File: config.mk
export PLATFORM = sky130hd
export DESIGN_NAME = uart_wb_bridge
export DESIGN_NICKNAME = d
export VERILOG_FILES = /design/src/rtl/uart_wb_pkg.sv /design/src/rtl/uart_wb_resp_ser.sv /design/src/rtl/uart_wb_bridge.sv
export SDC_FILE = /design/constraint.sdc
export NUM_CORES = 1
export LEC_CHECK = 0
export BUFFER_PORTS_ARGS = -buffer_cell sky130_fd_sc_hd__buf_2
export CAP_MARGIN = 10
export CORE_AREA = 2 2 138 140
export CTS_BUF_LIST = sky130_fd_sc_hd__clkbuf_8 sky130_fd_sc_hd__clkbuf_16
export CTS_CLUSTER_SIZE = 28
export DETAILED_ROUTE_END_ITERATION = 10
export DIE_AREA = 0 0 140 142
export GPL_ROUTABILITY_DRIVEN = 0
export GPL_TIMING_DRIVEN = 0
export MAX_ROUTING_LAYER = met4
export SYNTH_ARGS = -nofsm -noshare
export SYNTH_HDL_FRONTEND = slang
export SYNTH_HIERARCHICAL = 1
export SYNTH_SLANG_ARGS = --single-unit
File: constraint.sdc
create_clock -name i_controller_clk -period 4.1 [get_ports i_controller_clk]
set_clock_uncertainty 0.1 [all_clocks]
set_input_delay 0.205 -clock i_controller_clk [delete_from_list [all_inputs] [get_ports i_controller_clk]]
set_output_delay 0.205 -clock i_controller_clk [all_outputs]
set_load 0.05 [all_outputs]
File: src/rtl/uart_wb_pkg.sv
// Shared command/response codes and FSM state type for the UART-to-Wishbone bridge.
// The optional ack timeout is enabled with the UART_WB_TIMEOUT_EN macro in uart_wb_bridge.
package uart_wb_pkg;

  localparam logic [7:0] CMD_WRITE = 8'h57;
  localparam logic [7:0] CMD_READ  = 8'h52;
  localparam logic [7:0] RESP_OK   = 8'h4B;
  localparam logic [7:0] RESP_ERR  = 8'h45;

  typedef enum logic [2:0] {
    ST_IDLE     = 3'd0,
    ST_ADDR     = 3'd1,
    ST_DATA     = 3'd2,
    ST_REQ      = 3'd3,
    ST_WAIT_ACK = 3'd4,
    ST_RESP     = 3'd5
  } state_e;

  function automatic int unsigned max_u(input int unsigned a, input int unsigned b);
    return (a > b) ? a : b;
  endfunction

endpackage

File: src/rtl/uart_wb_resp_ser.sv
// Byte serialiser for bridge responses: loads an N-byte word plus a byte count and
// sends the top bytes MSB first over a valid/ready stream.
module uart_wb_resp_ser #(
  parameter int unsigned N_BYTES = 4
) (
  input  logic                           clk,
  input  logic                           rst_n,
  input  logic                           i_load,
  input  logic [8*N_BYTES-1:0]           i_word,
  input  logic [$clog2(N_BYTES+1)-1:0]   i_count,
  output logic [7:0]                     o_tx_data,
  output logic                           o_tx_valid,
  input  logic                           i_tx_ready,
  output logic                           o_last
);

  localparam int unsigned W  = 8 * N_BYTES;
  localparam int unsigned CW = $clog2(N_BYTES + 1);

  // Handshake: a byte moves only on a cycle with o_tx_valid & i_tx_ready;
  // o_tx_data holds its value on every other cycle while valid is high.
  logic [W-1:0]  shift_q, shift_d;
  logic [CW-1:0] cnt_q, cnt_d;
  logic          fire;

  assign o_tx_valid = (cnt_q != '0);
  assign fire       = o_tx_valid & i_tx_ready;
  assign o_last     = fire & (cnt_q == CW'(1));
  assign o_tx_data  = shift_q[W-1 -: 8];

  always_comb begin
    shift_d = shift_q;
    cnt_d   = cnt_q;
    if (i_load) begin
      shift_d = i_word;
      cnt_d   = i_count;
    end else if (fire) begin
      shift_d = shift_q << 8;
      cnt_d   = cnt_q - CW'(1);
    end
  end

  always_ff @(posedge clk or negedge rst_n) begin
    if (!rst_n) begin
      shift_q <= '0;
      cnt_q   <= '0;
    end else begin
      shift_q <= shift_d;
      cnt_q   <= cnt_d;
    end
  end

endmodule

File: src/rtl/uart_wb_bridge.sv
// UART byte-stream to Wishbone master bridge: parses W/R frames, issues one Wishbone
// cycle, answers with 'K' or read data. Define UART_WB_TIMEOUT_EN for the ack timeout.
module uart_wb_bridge
  import uart_wb_pkg::*;
#(
  parameter int unsigned WB_ADDR_BITS   = 32,
  parameter int unsigned WB_DATA_BITS   = 32,
  parameter int unsigned AUX_WIDTH      = 4,
  parameter int unsigned TIMEOUT_CYCLES = 65535
) (
  input  logic                      i_controller_clk,
  input  logic                      i_rst_n,
  input  logic [7:0]                i_rx_data,
  input  logic                      i_rx_valid,
  output logic [7:0]                o_tx_data,
  output logic                      o_tx_valid,
  input  logic                      i_tx_ready,
  output logic                      o_wb_cyc,
  output logic                      o_wb_stb,
  output logic                      o_wb_we,
  output logic [WB_ADDR_BITS-1:0]   o_wb_addr,
  output logic [WB_DATA_BITS-1:0]   o_wb_data,
  output logic [WB_DATA_BITS/8-1:0] o_wb_sel,
  output logic [AUX_WIDTH-1:0]      o_aux,
  input  logic                      i_wb_stall,
  input  logic                      i_wb_ack,
  input  logic [WB_DATA_BITS-1:0]   i_wb_data,
  input  logic [AUX_WIDTH-1:0]      i_aux,
  output logic                      o_overrun,
  output logic                      o_busy,
  output state_e                    o_dbg_state
);

  localparam int unsigned AB    = WB_ADDR_BITS / 8;
  localparam int unsigned DB    = WB_DATA_BITS / 8;
  localparam int unsigned CNT_W = $clog2(max_u(AB, DB) + 1);
  localparam int unsigned RCW   = $clog2(DB + 1);

  if ((WB_ADDR_BITS % 8) != 0 || WB_ADDR_BITS < 8 || WB_ADDR_BITS > 64 ||
      (WB_DATA_BITS % 8) != 0 || WB_DATA_BITS < 8 || WB_DATA_BITS > 128 ||
      AUX_WIDTH < 4 || TIMEOUT_CYCLES < 1) begin : g_bad_params
    $error("uart_wb_bridge: parameter out of range");
  end

  // Reset asserts immediately but releases two clocks after i_rst_n rises.
  logic [1:0] rst_sync_q, rst_sync_d;
  logic       rst_n;

  assign rst_sync_d = {rst_sync_q[0], 1'b1};
  assign rst_n      = rst_sync_q[1];

  always_ff @(posedge i_controller_clk or negedge i_rst_n) begin
    if (!i_rst_n) rst_sync_q <= 2'b00;
    else          rst_sync_q <= rst_sync_d;
  end

  state_e                  state_q, state_d;
  logic                    we_q, we_d;
  logic [WB_ADDR_BITS-1:0] addr_q, addr_d;
  logic [WB_DATA_BITS-1:0] data_q, data_d;
  logic [CNT_W-1:0]        cnt_q, cnt_d;
  logic                    overrun_q, overrun_d;

  logic                    ser_load;
  logic [WB_DATA_BITS-1:0] ser_word;
  logic [RCW-1:0]          ser_count;
  logic [7:0]              ser_data;
  logic                    ser_valid;
  logic                    ser_last;

  logic                    ack_take;
  logic                    tmo_fire;
  logic                    unused_aux;

  // Single-byte responses sit in the top byte so the serialiser sends them first.
  localparam logic [WB_DATA_BITS-1:0] OK_WORD  = WB_DATA_BITS'(RESP_OK)  << (WB_DATA_BITS - 8);
  localparam logic [WB_DATA_BITS-1:0] ERR_WORD = WB_DATA_BITS'(RESP_ERR) << (WB_DATA_BITS - 8);

  assign unused_aux = ^i_aux;
  assign ack_take   = i_wb_ack &&
                      ((state_q == ST_WAIT_ACK) || (state_q == ST_REQ && !i_wb_stall));

`ifdef UART_WB_TIMEOUT_EN
  localparam int unsigned TMO_W = $clog2(TIMEOUT_CYCLES + 1);
  logic [TMO_W-1:0] tmo_q, tmo_d;
  logic             in_txn;

  assign in_txn   = (state_q == ST_REQ) || (state_q == ST_WAIT_ACK);
  assign tmo_fire = in_txn && !ack_take && (tmo_q == TMO_W'(TIMEOUT_CYCLES - 1));

  always_comb begin
    tmo_d = '0;
    if (in_txn) tmo_d = tmo_q + TMO_W'(1);
  end

  always_ff @(posedge i_controller_clk or negedge rst_n) begin
    if (!rst_n) tmo_q <= '0;
    else        tmo_q <= tmo_d;
  end
`else
  assign tmo_fire = 1'b0;
`endif

  always_comb begin
    state_d   = state_q;
    we_d      = we_q;
    addr_d    = addr_q;
    data_d    = data_q;
    cnt_d     = cnt_q;
    overrun_d = 1'b0;
    ser_load  = 1'b0;
    ser_word  = '0;
    ser_count = '0;
    case (state_q)
      ST_IDLE: begin
        if (i_rx_valid && (i_rx_data == CMD_WRITE || i_rx_data == CMD_READ)) begin
          we_d    = (i_rx_data == CMD_WRITE);
          cnt_d   = '0;
          state_d = ST_ADDR;
        end
      end
      ST_ADDR: begin
        if (i_rx_valid) begin
          addr_d = (addr_q << 8) | WB_ADDR_BITS'(i_rx_data);
          if (cnt_q == CNT_W'(AB - 1)) begin
            cnt_d   = '0;
            state_d = we_q ? ST_DATA : ST_REQ;
          end else begin
            cnt_d = cnt_q + CNT_W'(1);
          end
        end
      end
      ST_DATA: begin
        if (i_rx_valid) begin
          data_d = (data_q << 8) | WB_DATA_BITS'(i_rx_data);
          if (cnt_q == CNT_W'(DB - 1)) begin
            cnt_d   = '0;
            state_d = ST_REQ;
          end else begin
            cnt_d = cnt_q + CNT_W'(1);
          end
        end
      end
      ST_REQ, ST_WAIT_ACK: begin
        overrun_d = i_rx_valid;
        if (ack_take) begin
          state_d  = ST_RESP;
          ser_load = 1'b1;
          if (we_q) begin
            ser_word  = OK_WORD;
            ser_count = RCW'(1);
          end else begin
            ser_word  = i_wb_data;
            ser_count = RCW'(DB);
          end
        end else if (tmo_fire) begin
          state_d   = ST_RESP;
          ser_load  = 1'b1;
          ser_word  = ERR_WORD;
          ser_count = RCW'(1);
        end else if (state_q == ST_REQ && !i_wb_stall) begin
          state_d = ST_WAIT_ACK;
        end
      end
      ST_RESP: begin
        overrun_d = i_rx_valid;
        if (ser_last) state_d = ST_IDLE;
      end
      default: state_d = ST_IDLE;
    endcase
  end

  always_ff @(posedge i_controller_clk or negedge rst_n) begin
    if (!rst_n) begin
      state_q   <= ST_IDLE;
      we_q      <= 1'b0;
      addr_q    <= '0;
      data_q    <= '0;
      cnt_q     <= '0;
      overrun_q <= 1'b0;
    end else begin
      state_q   <= state_d;
      we_q      <= we_d;
      addr_q    <= addr_d;
      data_q    <= data_d;
      cnt_q     <= cnt_d;
      overrun_q <= overrun_d;
    end
  end

  uart_wb_resp_ser #(.N_BYTES(DB)) u_resp_ser (
    .clk        (i_controller_clk),
    .rst_n      (rst_n),
    .i_load     (ser_load),
    .i_word     (ser_word),
    .i_count    (ser_count),
    .o_tx_data  (ser_data),
    .o_tx_valid (ser_valid),
    .i_tx_ready (i_tx_ready),
    .o_last     (ser_last)
  );

  assign o_wb_cyc    = (state_q == ST_REQ) || (state_q == ST_WAIT_ACK);
  assign o_wb_stb    = (state_q == ST_REQ);
  assign o_wb_we     = we_q & o_wb_cyc;
  assign o_wb_addr   = addr_q;
  assign o_wb_data   = data_q;
  assign o_wb_sel    = {(WB_DATA_BITS/8){o_wb_stb}};
  assign o_aux       = o_wb_stb ? AUX_WIDTH'(we_q) : '0;
  assign o_tx_valid  = ser_valid & (state_q == ST_RESP);
  assign o_tx_data   = ser_data;
  assign o_overrun   = overrun_q;
  assign o_busy      = (state_q != ST_IDLE);
  assign o_dbg_state = state_q;

endmodule

### Word level (Yosys, flattened, before mapping)

Cells that the tools add are included.

| storage, ports and cells | value |
|---|---|
| input port bits | 50 |
| logic and storage cells | 82 |
| output and inout bits | 89 |
| register bits after elaboration | 109 |

| operators by class | value |
|---|---|
| equality and inequality tests | 17 |
| add/subtract/negate cells | 2 |
| bitwise logic cells | 6 |
| multiplexer cells | 28 |
| reduce and logical (&&, ||, !) cells | 20 |

Operators by type and width:

| operator | count |
|---|---|
| $mux W32 | 5 |
| $or A32 B8 Y32 | 2 |
| $mux W3 | 16 |
| $eq A8 B7 Y1 const B | 2 |
| $pmux W3 S5 | 1 |
| $ne A2 B2 Y1 const B | 6 |
| $eq A3 B2 Y1 const B | 3 |
| $reduce_and A7 Y1 | 1 |
| $eq A3 B1 Y1 const B | 2 |
| $eq A3 B3 Y1 const B | 2 |
| $pmux W3 S2 | 1 |
| $reduce_and A2 Y1 | 3 |
| $reduce_bool A3 Y1 | 2 |
| $mux W1 | 5 |
| $and A1 B1 Y1 | 4 |
| $reduce_bool A2 Y1 | 2 |
| $reduce_or A2 Y1 | 2 |
| $add A3 B1 Y3 const B | 1 |
| $logic_and A1 B1 Y1 | 3 |
| $logic_not A3 Y1 | 1 |
| $logic_or A1 B1 Y1 | 3 |
| $ne A3 B3 Y1 const B | 1 |
| $reduce_and A3 Y1 | 1 |
| $reduce_or A3 Y1 | 1 |
| other kinds (3) | 3 |

### Logic depth before layout (Yosys ltp)

Gate-level depths: netlist of the first run.

| logic depth | value |
|---|---|
| word-level depth | 7 |
| mapped depth | 11 |
| depth with buffers taken out | 10 |

### Modules after synthesis

Netlist of the first run, hierarchy kept.

By module, submodules not included:

| module | seq. area each (um^2) | cells each | instances | area an instance (um^2) |
|---|---|---|---|---|
| uart_wb_bridge | 1851.8 | 252 | 1 | 3375.7 |
| uart_wb_resp_ser | 875.8 | 170 | 1 | 1853.0 |

### Least setup slack after synthesis of the first run

Ideal clock, no wire load.

| timing path | value |
|---|---|
| kind | register -> output |
| from | register state_q[0] (netlist: o_dbg_state[0]) |
| to | output o_wb_we |
| buffers on the path | 1 |
| data required time | 3795 ps |
| arrival time | 2566 ps |
| stages on the path, launching flop included | 6 |
| slack | 1229 ps |
| path through | dfrtp_1 buf_6 and2_1 nor2b_2 nor2_1 nor2_1 |

| on the way | value |
|---|---|
| cells in the longest elaborated chain, start to end | 3 |
| elaborated cells on any way between the ends | 4 |
| those cells by class | 2 x eq/ne; 1 x bitwise; 1 x reduce/logical |

Ends and longest elaborated chain:

| element | RTL line | text |
|---|---|---|
| from (decl) | uart_wb_bridge.sv:57 | `state_e state_q, state_d;` |
| from (signal assigned) | uart_wb_bridge.sv:182 | `state_q <= state_d;` |
| $eq A3 B2 Y1 | -- |  |
| named net o_wb_stb | uart_wb_bridge.sv:19 | `output logic o_wb_stb,` |
| $logic_or A1 B1 Y1 | uart_wb_bridge.sv:203 | `assign o_wb_cyc = (state_q == ST_REQ) \|\| (state_q == ST_WAIT_ACK);` |
| $and A1 B1 Y1 | uart_wb_bridge.sv:205 | `assign o_wb_we = we_q & o_wb_cyc;` |
| to (decl) | uart_wb_bridge.sv:20 | `output logic o_wb_we,` |

The timed path passes the listed nets, and every way through them passes these cells.

### Final worst setup path of the first run

| timing path | value |
|---|---|
| from | register u_resp_ser.cnt_q[0] |
| to | register state_q[1] (netlist: o_dbg_state[1]) |

| on the way | value |
|---|---|
| cells in the longest elaborated chain, start to end | 5 |
| elaborated cells on any way between the ends | 6 |
| those cells by class | 2 x eq/ne; 2 x bitwise; 2 x reduce/logical |

Ends and longest elaborated chain:

| element | RTL line | text |
|---|---|---|
| from (decl) | uart_wb_resp_ser.sv:23 | `logic [CW-1:0] cnt_q, cnt_d;` |
| from (signal assigned) | uart_wb_resp_ser.sv:49 | `cnt_q <= cnt_d;` |
| $reduce_bool A3 Y1 | uart_wb_resp_ser.sv:26 | `assign o_tx_valid = (cnt_q != '0);` |
| $and A1 B1 Y1 | uart_wb_resp_ser.sv:27 | `assign fire = o_tx_valid & i_tx_ready;` |
| $and A1 B1 Y1 * | uart_wb_resp_ser.sv:28 | `assign o_last = fire & (cnt_q == CW'(1));` |
| named net ser_last | uart_wb_bridge.sv:69 | `logic ser_last;` |
| $ne A2 B2 Y1 (no line) * | -- |  |
| $reduce_and A7 Y1 (no line) * | -- |  |

Mark *: on every way through the listed nets, which the timed path passes. The rest lies on a longest branch.
A chain may end at the register's enable or synchronous reset.

==> summary.txt, run 1 <==
Run status
  – Status: finished with violations
  – Violated checks: DRC

Worst setup path
  – Max FO, Critical Path: 10
  – Sequence of cells on the critical path: inv_1, ha_1, nor2b_4, inv_8, nand2_8, buf_6, nor3b_1, nand2b_1, a2111oi_4, a2111oi_4, mux2_1
  – Startpoint Class: flop
  – R2R setup slack: 1.46 ns
  – Worst path bufs/invs: 3
  – Most used cell along the critical path: a2111oi_4
  – FF-to-FF path depth: 11
  – WP data arrival: 2.78 ns
  – CP peak stage delay: 0.43 ns
  – Worst setup startpoint: u_resp_ser/cnt_q[0]$_DFFE_PN0P_
  – Crit Path Class: flop to flop
  – CP Capture Type: flop
  – Slowest CP cell: a2111oi_4
  – Critical register-to-register path endpoint: o_dbg_state[1]$_DFFE_PN0P_
  – Worst path top cell family by delay: simple AND/OR/NAND/NOR gates
  – Required @ worst endpoint: 4.24 ns
  – Reg2reg start: u_resp_ser/cnt_q[0]$_DFFE_PN0P_

STA
  – FMAX: 0.379 GHz
  – Final count of hold timing violations: 0
  – RSZ-0062 raised after global routing: no
  – Final period util: 64.4%
  – Worst setup margin: 1.46 ns
  – Final setup violation count: 0
  – Setup TNS: 0 ns
  – Tmin final: 2.64 ns
  – Worst-Margin Slew: 0.603 ns
  – Slew Limit Fails: 0
  – Rel. slew slack: 59.8%

Run
  – Max-cap violations: 0

Clock tree
  – Root Buffer: clkbuf_16
  – H-tree depth: 3
  – # clock sinks: 109
  – CTS tree: done
  – Setup bufs post-CTS: 0
  – Clock Path Buffers: 2
  – Cts repair resizes: 0
  – Clock buffer count from CTS: 9
  – Clk slew on worst S/H paths: 0.07 ns
  – # hold bufs at CTS: 1
  – Clk_lat worst skew: 0.35 ns

Placed design
  – Hpwl dp: 9970 um
  – Port Buffer Count: 131
  – Pre-CTS WS: 1.45 ns
  – Placed Area: 6220 um2

Final layout
  – Layout Nets: 623
  – Most frequent cells in the layout: buf_2 (142), dfrtp_1 (108), mux2_2 (61)
  – Fill count: 1882
  – Share of layout cells above drive strength 1: 46.4%
  – P&R area growth vs syn: 24.4%
  – Final Cell Area: 6500 um2
  – Leading cell type in the layout, fill and taps excluded: buf_2

Global routing
  – Total track usage: 14.2%
  – Grt ovf: 0
  – Antenna violations before repair: 1
  – First-pass GRT wire length: 21600 um
  – Largest net degree at the start of global routing: 67
  – Vias in the first global route: 4091

Hold path
  – Min-Delay Path Class: input pin to flop
  – Worst Hold Path EP: o_wb_addr[7]$_DFFE_PN0P_
  – Hold path cells: 2
  – Hold_sp: i_rx_data[7]

Synth
  – Asr flop ratio synth: 100%
  – Post-Syn Area: 5230 um2
  – Yosys reg bits: 109
  – Post-synthesis cell type count: 52
  – Syn avg cell area: 12.4 um2
  – YS warnings: 6
  – Synth Instances: 422
  – EDFF count, synth: 0
  – Seq/Total Area, Yosys: 52.2%
  – Most used DFF post-synth: dfrtp_1

Die
  – Top-level I/O count: 139
  – Die height: 142 um
  – Core Footprint: 18500 um2
  – Initial Utilization: 28.3%
  – Core Rows: 50
  – Die Area: 19900 um2
  – Die width: 140 um

Power and ir drop
  – Clock share of power: 16.0%
  – Sw Pwr: 2.54 mW
  – Internal power: 2.63 mW
  – Reg power frac: 31.9%
  – Logic pwr share: 52.1%
  – Leakage: 3.24 nW
  – Power density cells: 795 nW/um2
  – Switch share: 49.1%
  – Max rail drop VDD: 0.000605 V
  – Total power: 5.17 mW

Detailed routing
  – DR vias/cell: 4.68
  – Antenna viol nets, final: 0
  – DRC Markers: 7
  – DRT Pass-1 Iters: 7
  – Initial DRC count: 197
  – Vias: 3782
  – WL per Instance: 16.4 um
  – Final Routed Wirelength: 13200 um
[worst max-delay path by stage]
stage	endpoint	slack [ns]	cells after the start
detailed placement	o_dbg_state[1]$_DFFE_PN0P_	1.45	11
finish	o_dbg_state[1]$_DFFE_PN0P_	1.46	11
floorplan	cnt_q[0]$_DFFE_PN0P_	0.74	0
global route	o_dbg_state[1]$_DFFE_PN0P_	1.30	11
CTS	o_dbg_state[1]$_DFFE_PN0P_	1.42	11
global placement	u_resp_ser/shift_q[27]$_DFFE_PN0P_	-0.55	0
[cell type report]
cell class	instances	area (um2)	share of cell area [%]
Buffer	42	304	4.67
Multi-Input combinational cell	263	2160	33.2
Antenna cell	1	2.50	0.0385
Clock inverter	6	46.3	0.712
Sequential cell	109	2730	42.0
Timing Repair Buffer	133	693	10.7
Tap cell	234	293	4.50
Clock buffer	9	225	3.46
Inverter	11	48.8	0.750
[registers in the layout, indices dropped and copies added, names as in the netlist]
signal              cells
o_wb_addr              32
cnt_q                   3
o_wb_data              32
rst_sync_q              2
o_overrun               1
u_resp_ser/cnt_q        3
we_q                    1
o_dbg_state             3
u_resp_ser/shift_q     32
[per-layer routing]
| layer | up-vias | track usage (%) | part of all wire, % |
|---|---|---|---|
| met5 | - | - | 0 |
| met4 | 0 | 3.93 | 0.96 |
| met3 | 13 | 3.80 | 7.0 |
| met2 | 135 | 23.6 | 48 |
| met1 | 1869 | 17.0 | 44 |
| li1 | 1765 | - | - |
[Yosys cell counts (2+ instances only)]
cell | instances | area, um2
o21a_1 | 2 | 15.0
o31a_1 | 2 | 17.5
or2b_2 | 2 | 17.5
o22ai_1 | 2 | 12.5
buf_6 | 6 | 67.6
buf_2 | 11 | 55.1
nand2_1 | 4 | 15.0
nor3b_1 | 2 | 15.0
nor2b_1 | 18 | 113
a2111oi_4 | 2 | 55.1
and2_1 | 30 | 188
o21ai_0 | 2 | 10.0
mux2_1 | 5 | 56.3
a21boi_0 | 2 | 15.0
nor3_1 | 11 | 55.1
conb_1 | 2 | 7.51
inv_1 | 10 | 37.5
dfrtp_1 | 109 | 2730
ha_1 | 4 | 50.1
a221o_1 | 23 | 230
a21oi_1 | 19 | 95.1
mux2_2 | 61 | 687
nor2_1 | 13 | 48.8
mux2i_1 | 3 | 30.0
a22o_1 | 8 | 70.1
nor2_2 | 2 | 12.5
nand2b_1 | 20 | 125
buf_4 | 23 | 173
[power by group through the flow]
stage	Clock (mW)	Sequential (mW)	Combinational, mW
floorplan	0	2.62	1.10
global placement	0	1.67	2.67
detailed placement	0	1.67	2.72
CTS	0.859	1.66	2.73
global route	0.903	1.71	2.85
finish	0.827	1.65	2.70
[through the flow]
stage	utilization, %	cells	hold WS (ns)
floorplan	-	425	-0.191
finish	35.2	808	0.0232
detailed placement	33.7	791	-0.0998
CTS	35.2	807	0.0117
global placement	33.5	790	-0.107
global route	35.2	808	0.0194
[kinds of logic (layout without fill, tap and decap cells)]
| family | count (synthesis) | count (layout) | share of synthesized area, % |
|---|---|---|---|
| AO/OA/AOI/OAI | 67 | 67 | 10.7 |
| XOR/XNOR | 1 | 1 | 0.168 |
| adder cells (fa/ha/maj) | 4 | 4 | 0.957 |
| buffers and inverters | 53 | 201 | 6.75 |
| flip-flops | 109 | 109 | 52.2 |
| multiplexers | 69 | 69 | 14.8 |
| other | 2 | 6 | 0.144 |
| AND/OR/NAND/NOR | 117 | 117 | 14.3 |
Power figures use the tool's default switching activity.
==> inputs of run 2 (changes only) <==
clock period = 2.45 ns   (was 4.1 ns; I/O delays follow)
==> run 2 against run 1 <==
Total power grew 74%; maximum frequency grew 12%; critical endpoint is now o_dbg_state[0]$_DFFE_PN0P_; largest cell class unchanged; critical path type unchanged; register-to-register slack lost 1.4 ns; via count grew 2.7%; sequential share of layout area shrank 1.6 points; clock power grew 77%; utilization grew 1.4 points; the run still ends with DRC left; combinational power grew 76%; clock-buffer cell count grew 1; worst setup slack lost 1.4 ns.
==> summary.txt, run 2 (synthesis gave the netlist of run 1 again) <==
Worst setup path
  – Reg2reg start: u_resp_ser/cnt_q[0]$_DFFE_PN0P_ (unchanged)
  – FF-to-FF path depth: 11 (unchanged)
  – Sequence of cells on the critical path: inv_2, ha_4, nor2b_4, inv_8, nand2_8, buf_8, nor3b_4, nand2b_4, a2111oi_4, a2111oi_4, mux2_4 (was inv_1, ha_1, nor2b_4, inv_8, nand2_8, buf_6, nor3b_1, nand2b_1, a2111oi_4, a2111oi_4, mux2_1)
  – WP data arrival: 2.48 ns (was 2.78 ns)
  – Worst path bufs/invs: 3 (unchanged)
  – R2R setup slack: 0.10 ns (was 1.46 ns)
  – CP peak stage delay: 0.39 ns (was 0.43 ns)
  – CP Capture Type: flop (unchanged)
  – Worst path top cell family by delay: simple AND/OR/NAND/NOR gates (unchanged)
  – Critical register-to-register path endpoint: o_dbg_state[0]$_DFFE_PN0P_ (was o_dbg_state[1]$_DFFE_PN0P_)
  – Max FO, Critical Path: 3 (was 10)
  – Crit Path Class: flop to flop (unchanged)
  – Required @ worst endpoint: 2.59 ns (was 4.24 ns)
  – Most used cell along the critical path: a2111oi_4 (unchanged)
  – Slowest CP cell: dfrtp_1 (was a2111oi_4)
  – Startpoint Class: flop (unchanged)

Final layout
  – Final Cell Area: 6770 um2 (was 6500 um2)
  – Most frequent cells in the layout: buf_2 (142), dfrtp_1 (108), mux2_2 (61) (unchanged)
  – Leading cell type in the layout, fill and taps excluded: buf_2 (unchanged)
  – P&R area growth vs syn: 29.4% (was 24.4%)
  – Layout Nets: 641 (was 623)
  – Post-layout util: 36.7% (was 35.2%)
  – Share of layout cells above drive strength 1: 47.6% (was 46.4%)
  – Multi-input gate area: 2230 um2 (was 2160 um2)
  – Fill count: 1823 (was 1882)
  – Register area: 2730 um2 (unchanged)
  – Number of diodes: 0 (was 1)

Clock tree
  – Root Buffer: clkbuf_16 (unchanged)
  – H-tree depth: 3 (unchanged)
  – Clock buffer count from CTS: 9 (unchanged)
  – Clk_lat worst skew: 0.35 ns (about the same)
  – Clock Path Buffers: 2 (unchanged)
  – CTS tree: done (unchanged)
  – # clock sinks: 109 (unchanged)
  – Clk slew on worst S/H paths: 0.08 ns (was 0.07 ns)

STA
  – Tmin final: 2.35 ns (was 2.64 ns)
  – FMAX: 0.426 GHz (was 0.379 GHz)
  – Rel. slew slack: 59.3% (was 59.8%)
  – Worst setup margin: 0.104 ns (was 1.46 ns)
  – RSZ-0062 raised after global routing: no (unchanged)
  – Slew Limit Fails: 0 (unchanged)
  – Worst-Margin Slew: 0.611 ns (was 0.603 ns)
  – Fin Hold WS: 0.00845 ns (was 0.0232 ns)
  – Final count of hold timing violations: 0 (unchanged)
  – Final period util: 95.8% (was 64.4%)
  – Final setup violation count: 0 (unchanged)

Detailed routing
  – Antenna viol nets, final: 0 (unchanged)
  – DR vias/cell: 4.70 (was 4.68)
  – WL per Instance: 16.4 um (about the same)
  – Final Routed Wirelength: 13600 um (was 13200 um)
  – Initial DRC count: 173 (was 197)
  – DRC Markers: 6 (was 7)
  – Vias: 3886 (was 3782)
  – DRT Pass-1 Iters: 8 (was 7)

Hold path
  – Hold path cells: 3 (was 2)
  – Worst Hold Path EP: u_resp_ser/shift_q[29]$_DFFE_PN0P_ (was o_wb_addr[7]$_DFFE_PN0P_)
  – Hold_sp: i_wb_data[29] (was i_rx_data[7])
  – Min-Delay Path Class: input pin to flop (unchanged)

Global routing
  – Antenna violations before repair: 0 (was 1)
  – Total track usage: 14.3% (was 14.2%)
  – Largest net degree at the start of global routing: 67 (unchanged)
  – Vias in the first global route: 4087 (was 4091)
  – Grt ovf: 0 (unchanged)
  – First-pass GRT wire length: 21900 um (was 21600 um)

Placed design
  – Placed Area: 6230 um2 (was 6220 um2)
  – Hpwl dp: 9800 um (was 9970 um)
  – Pre-CTS WS: -0.228 ns (was 1.45 ns)
  – Port Buffer Count: 131 (unchanged)

Die
  – Die width: 140 um (unchanged)
  – Initial Utilization: 28.3% (unchanged)
  – Top-level I/O count: 139 (unchanged)
  – Die height: 142 um (unchanged)
  – Core Footprint: 18500 um2 (unchanged)
  – Core Rows: 50 (unchanged)
  – Die Area: 19900 um2 (unchanged)

Power and ir drop
  – Power density cells: 1330 nW/um2 (was 795 nW/um2)
  – Max rail drop VDD: 0.000889 V (was 0.000605 V)
  – Total power: 8.98 mW (was 5.17 mW)
  – Leakage: 3.35 nW (was 3.24 nW)

Run status
  – Status: finished with violations (unchanged)
  – Violated checks: DRC (unchanged)

Run
  – Max-cap violations: 0 (unchanged)
## run 2: changes by cell type in the layout (fill, tap and decap cells not counted), moves of 2 or more
cell           delta
inv_2             +2
mux2_4            +2
buf_4             +6
dlygate4sd3_1    +12
inv_1             -2
inv_8             +2
mux2_1            -2
nor3b_4           +2
## run 2: cell type report
class,count,share of cell area (%)
flip-flops and latches,109,40.4
multi-input cells,263,33.0
inverters,11,0.721
well taps,234,4.33
clock buffers,10,3.53
plain buffers,42,4.55
repair buffers,151,12.7
clock inverters,6,0.777
## run 2: worst max-delay path by stage
stage / endpoint / startpoint / slack [ns] / cells after the start
detailed placement: o_dbg_state[0]$_DFFE_PN0P_ / u_resp_ser/cnt_q[0]$_DFFE_PN0P_ / -0.23 / 11
global route: u_resp_ser/shift_q[19]$_DFFE_PN0P_ / o_dbg_state[0]$_DFFE_PN0P_ / 0.02 / 9
global placement: u_resp_ser/shift_q[24]$_DFFE_PN0P_ / rst_sync_q[1]$_DFF_PN0_ / -0.16 / 0
finish: o_dbg_state[0]$_DFFE_PN0P_ / u_resp_ser/cnt_q[0]$_DFFE_PN0P_ / 0.10 / 11
floorplan: o_dbg_state[0]$_DFFE_PN0P_ / u_resp_ser/cnt_q[0]$_DFFE_PN0P_ / 0.03 / 11
CTS: o_dbg_state[0]$_DFFE_PN0P_ / u_resp_ser/cnt_q[0]$_DFFE_PN0P_ / -0.02 / 11
## run 2: stage by stage
| step | TNS, ns | std cells |
|---|---|---|
| 4_1_cts | -0.0293 | 826 |
| 3_3_place_gp | -16.92 | 790 |
| 6_report | 0 | 826 |
| 3_5_place_dp | -0.499 | 791 |
| 5_1_grt | 0 | 826 |
| 2_1_floorplan | 0 | 425 |
## run 2: tightest hold or removal path, delay by kind of cell
| family | cells | cell delay, ns |
|---|---|---|
| AOI/OAI and AO/OA | 1 | 0.13 |
| and+or+nand+nor | 1 | 0.11 |
| buffers and inverters | 1 | 0.07 |
## run 2: where the power goes
| part | total (mW) | switching (mW) | internal, mW |
|---|---|---|---|
| registers | 2.78 | 0.433 | 2.35 |
| clock network | 1.46 | 0.721 | 0.739 |
| logic | 4.74 | 3.23 | 1.51 |
## run 2: layer usage
metal / vias up / share of wire (%) / GRT usage, %
met4: 0 / 1.3 / 4.09
met3: 13 / 6.4 / 3.67
met2: 126 / 48 / 23.3
met1: 1949 / 44 / 17.8
met5: - / 0 / -
li1: 1798 / - / -
## run 2: what timing repair did
action,in CTS,in global routing
resized for setup,10,4
pin swaps,4,1
endpoints found under the hold margin,22,0
setup endpoints to repair,3,14
hold buffers,13,0
setup buffers,6,0
==> inputs of run 3 (changes only) <==
GPL_TIMING_DRIVEN = default   (was 0)
==> run 3 against run 2 <==
The run still ends with DRC left; clock-buffer cell count stayed put; global-route usage down 1.2 points; flip-flop and latch count unchanged; critical path depth is 1 lower; via count is 5.5% lower; maximum frequency grew 0.37%; sequential share of layout area rose by 1.9 points; critical path type unchanged; die area unchanged.
==> summary.txt, run 3 (synthesis gave the netlist of run 1 again) <==
Worst setup path
  – Crit Path Class: flop to flop (unchanged)
  – R2R setup slack: 0.11 ns (was 0.10 ns)
  – WP data arrival: 2.47 ns (was 2.48 ns)
  – Max FO, Critical Path: 3 (unchanged)
  – CP Capture Type: flop (unchanged)
  – Startpoint Class: flop (unchanged)
  – Critical register-to-register path endpoint: o_dbg_state[1]$_DFFE_PN0P_ (was o_dbg_state[0]$_DFFE_PN0P_)
  – Required @ worst endpoint: 2.58 ns (was 2.59 ns)
  – Reg2reg start: u_resp_ser/cnt_q[0]$_DFFE_PN0P_ (unchanged)
  – FF-to-FF path depth: 10 (was 11)

STA
  – Rel. slew slack: 63.0% (was 59.3%)
  – Final period util: 95.4% (was 95.8%)
  – Worst-Margin Slew: 0.555 ns (was 0.611 ns)
  – Fin Hold WS: 0.0181 ns (was 0.00845 ns)
  – Setup TNS: 0 ns (unchanged)
  – Final setup violation count: 0 (unchanged)
  – Tmin final: 2.34 ns (was 2.35 ns)
  – Slew Limit Fails: 0 (unchanged)
  – RSZ-0062 raised after global routing: no (unchanged)
  – Final count of hold timing violations: 0 (unchanged)
  – FMAX: 0.428 GHz (was 0.426 GHz)

Detailed routing
  – Met3 WL: 838 um (was 874 um)
  – Final Routed Wirelength: 12400 um (was 13600 um)
  – DR WL met2: 5890 um (was 6490 um)
  – Vias: 3673 (was 3886)
  – DRC Markers: 6 (unchanged)
  – Antenna viol nets, final: 0 (unchanged)
  – WL per Instance: 15.7 um (was 16.4 um)
  – M1 wire length: 5520 um (was 6030 um)
  – DR vias/cell: 4.66 (was 4.70)
  – Initial DRC count: 152 (was 173)
  – DRT Pass-1 Iters: 8 (unchanged)
  – Top Layer Used: met4 (unchanged)

Power and ir drop
  – Logic pwr share: 50.9% (was 52.8%)
  – Power density cells: 1330 nW/um2 (about the same)
  – Internal power: 4.37 mW (was 4.60 mW)
  – Leakage: 3.14 nW (was 3.35 nW)
  – Max rail drop VDD: 0.000971 V (was 0.000889 V)
  – Switch share: 49.2% (was 48.8%)
  – Reg power frac: 32.3% (was 31.0%)
  – Sw Pwr: 4.23 mW (was 4.38 mW)
  – Clock share of power: 16.8% (was 16.3%)

Clock tree
  – H-tree depth: 3 (unchanged)
  – Clk_lat worst skew: 0.35 ns (about the same)
  – Clk slew on worst S/H paths: 0.08 ns (about the same)
  – Root Buffer: clkbuf_16 (unchanged)
  – Clock Path Buffers: 2 (unchanged)
  – Clock buffer count from CTS: 9 (unchanged)
  – Cts repair resizes: 0 (was 10)
  – # clock sinks: 109 (unchanged)
  – CTS tree: done (unchanged)

Die
  – Die height: 142 um (unchanged)
  – Top-level I/O count: 139 (unchanged)
  – Die Area: 19900 um2 (unchanged)
  – Die width: 140 um (unchanged)
  – Core Rows: 50 (unchanged)
  – Core Footprint: 18500 um2 (unchanged)
  – Initial Utilization: 28.3% (unchanged)

Final layout
  – Number of diodes: 0 (unchanged)
  – Share of layout cells above drive strength 1: 43.1% (was 47.6%)
  – P&R area growth vs syn: 23.5% (was 29.4%)
  – Layout Nets: 604 (was 641)
  – Most frequent cells in the layout: buf_2 (131), dfrtp_1 (108), mux2_2 (61) (was buf_2 (142), dfrtp_1 (108), mux2_2 (61))
  – Leading cell type in the layout, fill and taps excluded: buf_2 (unchanged)

Placed design
  – Port Buffer Count: 131 (unchanged)
  – Hpwl dp: 8620 um (was 9800 um)

Global routing
  – Total track usage: 13.2% (was 14.3%)
  – Vias in the first global route: 3906 (was 4087)
  – Antenna violations before repair: 0 (unchanged)
  – Largest net degree at the start of global routing: 72 (was 67)
  – First-pass GRT wire length: 20200 um (was 21900 um)
  – Grt ovf: 0 (unchanged)

Run status
  – Violated checks: DRC (unchanged)
  – Status: finished with violations (unchanged)

Hold path
  – Hold_sp: i_wb_data[26] (was i_wb_data[29])
  – Hold path cells: 3 (unchanged)
  – Min-Delay Path Class: input pin to flop (unchanged)
  – Worst Hold Path EP: u_resp_ser/shift_q[26]$_DFFE_PN0P_ (was u_resp_ser/shift_q[29]$_DFFE_PN0P_)

Run
  – Max-cap violations: 0 (unchanged)
-- run 3: cell types whose count changed in the layout (fill, tap and decap cells not counted), moves of 2 or more --
| cell | before | now |
|---|---|---|
| buf_6 | 5 | 0 |
| inv_8 | 3 | 1 |
| clkinv_4 | 0 | 2 |
| mux2_1 | 3 | 5 |
| buf_4 | 29 | 9 |
| inv_2 | 2 | 0 |
| mux2_4 | 2 | 0 |
| buf_12 | 0 | 4 |
| nor3b_4 | 2 | 0 |
| buf_2 | 142 | 131 |
| inv_6 | 2 | 4 |
-- run 3: worst max-delay path by stage --
stage / start / endpoint / slack, ns / cells past startpoint
floorplan: u_resp_ser/cnt_q[0]$_DFFE_PN0P_ / o_dbg_state[0]$_DFFE_PN0P_ / 0.03 / 11
global placement: u_resp_ser/cnt_q[0]$_DFFE_PN0P_ / o_dbg_state[1]$_DFFE_PN0P_ / 0.22 / 10
detailed placement: u_resp_ser/cnt_q[0]$_DFFE_PN0P_ / o_dbg_state[1]$_DFFE_PN0P_ / 0.13 / 10
CTS: u_resp_ser/cnt_q[0]$_DFFE_PN0P_ / o_dbg_state[1]$_DFFE_PN0P_ / 0.10 / 10
global route: u_resp_ser/cnt_q[0]$_DFFE_PN0P_ / o_dbg_state[1]$_DFFE_PN0P_ / 0.02 / 10
finish: u_resp_ser/cnt_q[0]$_DFFE_PN0P_ / o_dbg_state[1]$_DFFE_PN0P_ / 0.11 / 10
-- run 3: what timing repair did --
item,4_1_cts,5_1_grt
setup buffers,0,0
endpoints found under the setup margin,0,0
hold buffers,12,0
hold endpoints to repair,21,0
-- run 3: layout make-up --
type                    instances  area [um2]
fillers                      1820       12000
flip-flops and latches        109        2730
multi-input cells             263        2170
repair buffers                156         923
well taps                     234         293
clock buffers                  10         239
clock inverters                 6        52.6
inverters                      11        48.8
-- run 3: critical path: stages (launching register included) --
cell and delay, ns:
dfrtp_1 0.40, inv_1 0.10, ha_1 0.18, nor2b_4 0.22, inv_8 0.05, nand2_8 0.06, nor3b_1 0.04, nand2b_1 0.19
a2111oi_4 0.46, a2111oi_4 0.08, mux2_1 0.33
-- run 3: metal layers --
layer	global-route usage [%]	vias up
met5	-	-
met4	4.09	0
met3	4.07	13
met2	21.3	118
met1	15.8	1824
li1	-	1718
-- run 3: stage by stage --
step                      instance area, um2  util, %  setup WS, ns  cells  power [mW]
after floorplan                         5250        -        0.0337    425        6.23
after global placement                  6040     32.7         0.225    761        7.11
after detailed placement                6040     32.7         0.129    761        7.20
after CTS                               6450     35.0         0.104    789        8.71
after global routing                    6450     35.0        0.0172    789        9.08
final                                   6450     35.0         0.112    789        8.60
-- run 3: power groups by stage --
stage	combinational (mW)	clock, mW	sequential (mW)
3_5_place_dp	4.39	0	2.81
4_1_cts	4.41	1.51	2.79
3_3_place_gp	4.32	0	2.79
5_1_grt	4.61	1.59	2.88
6_report	4.38	1.45	2.78
2_1_floorplan	1.85	0	4.38
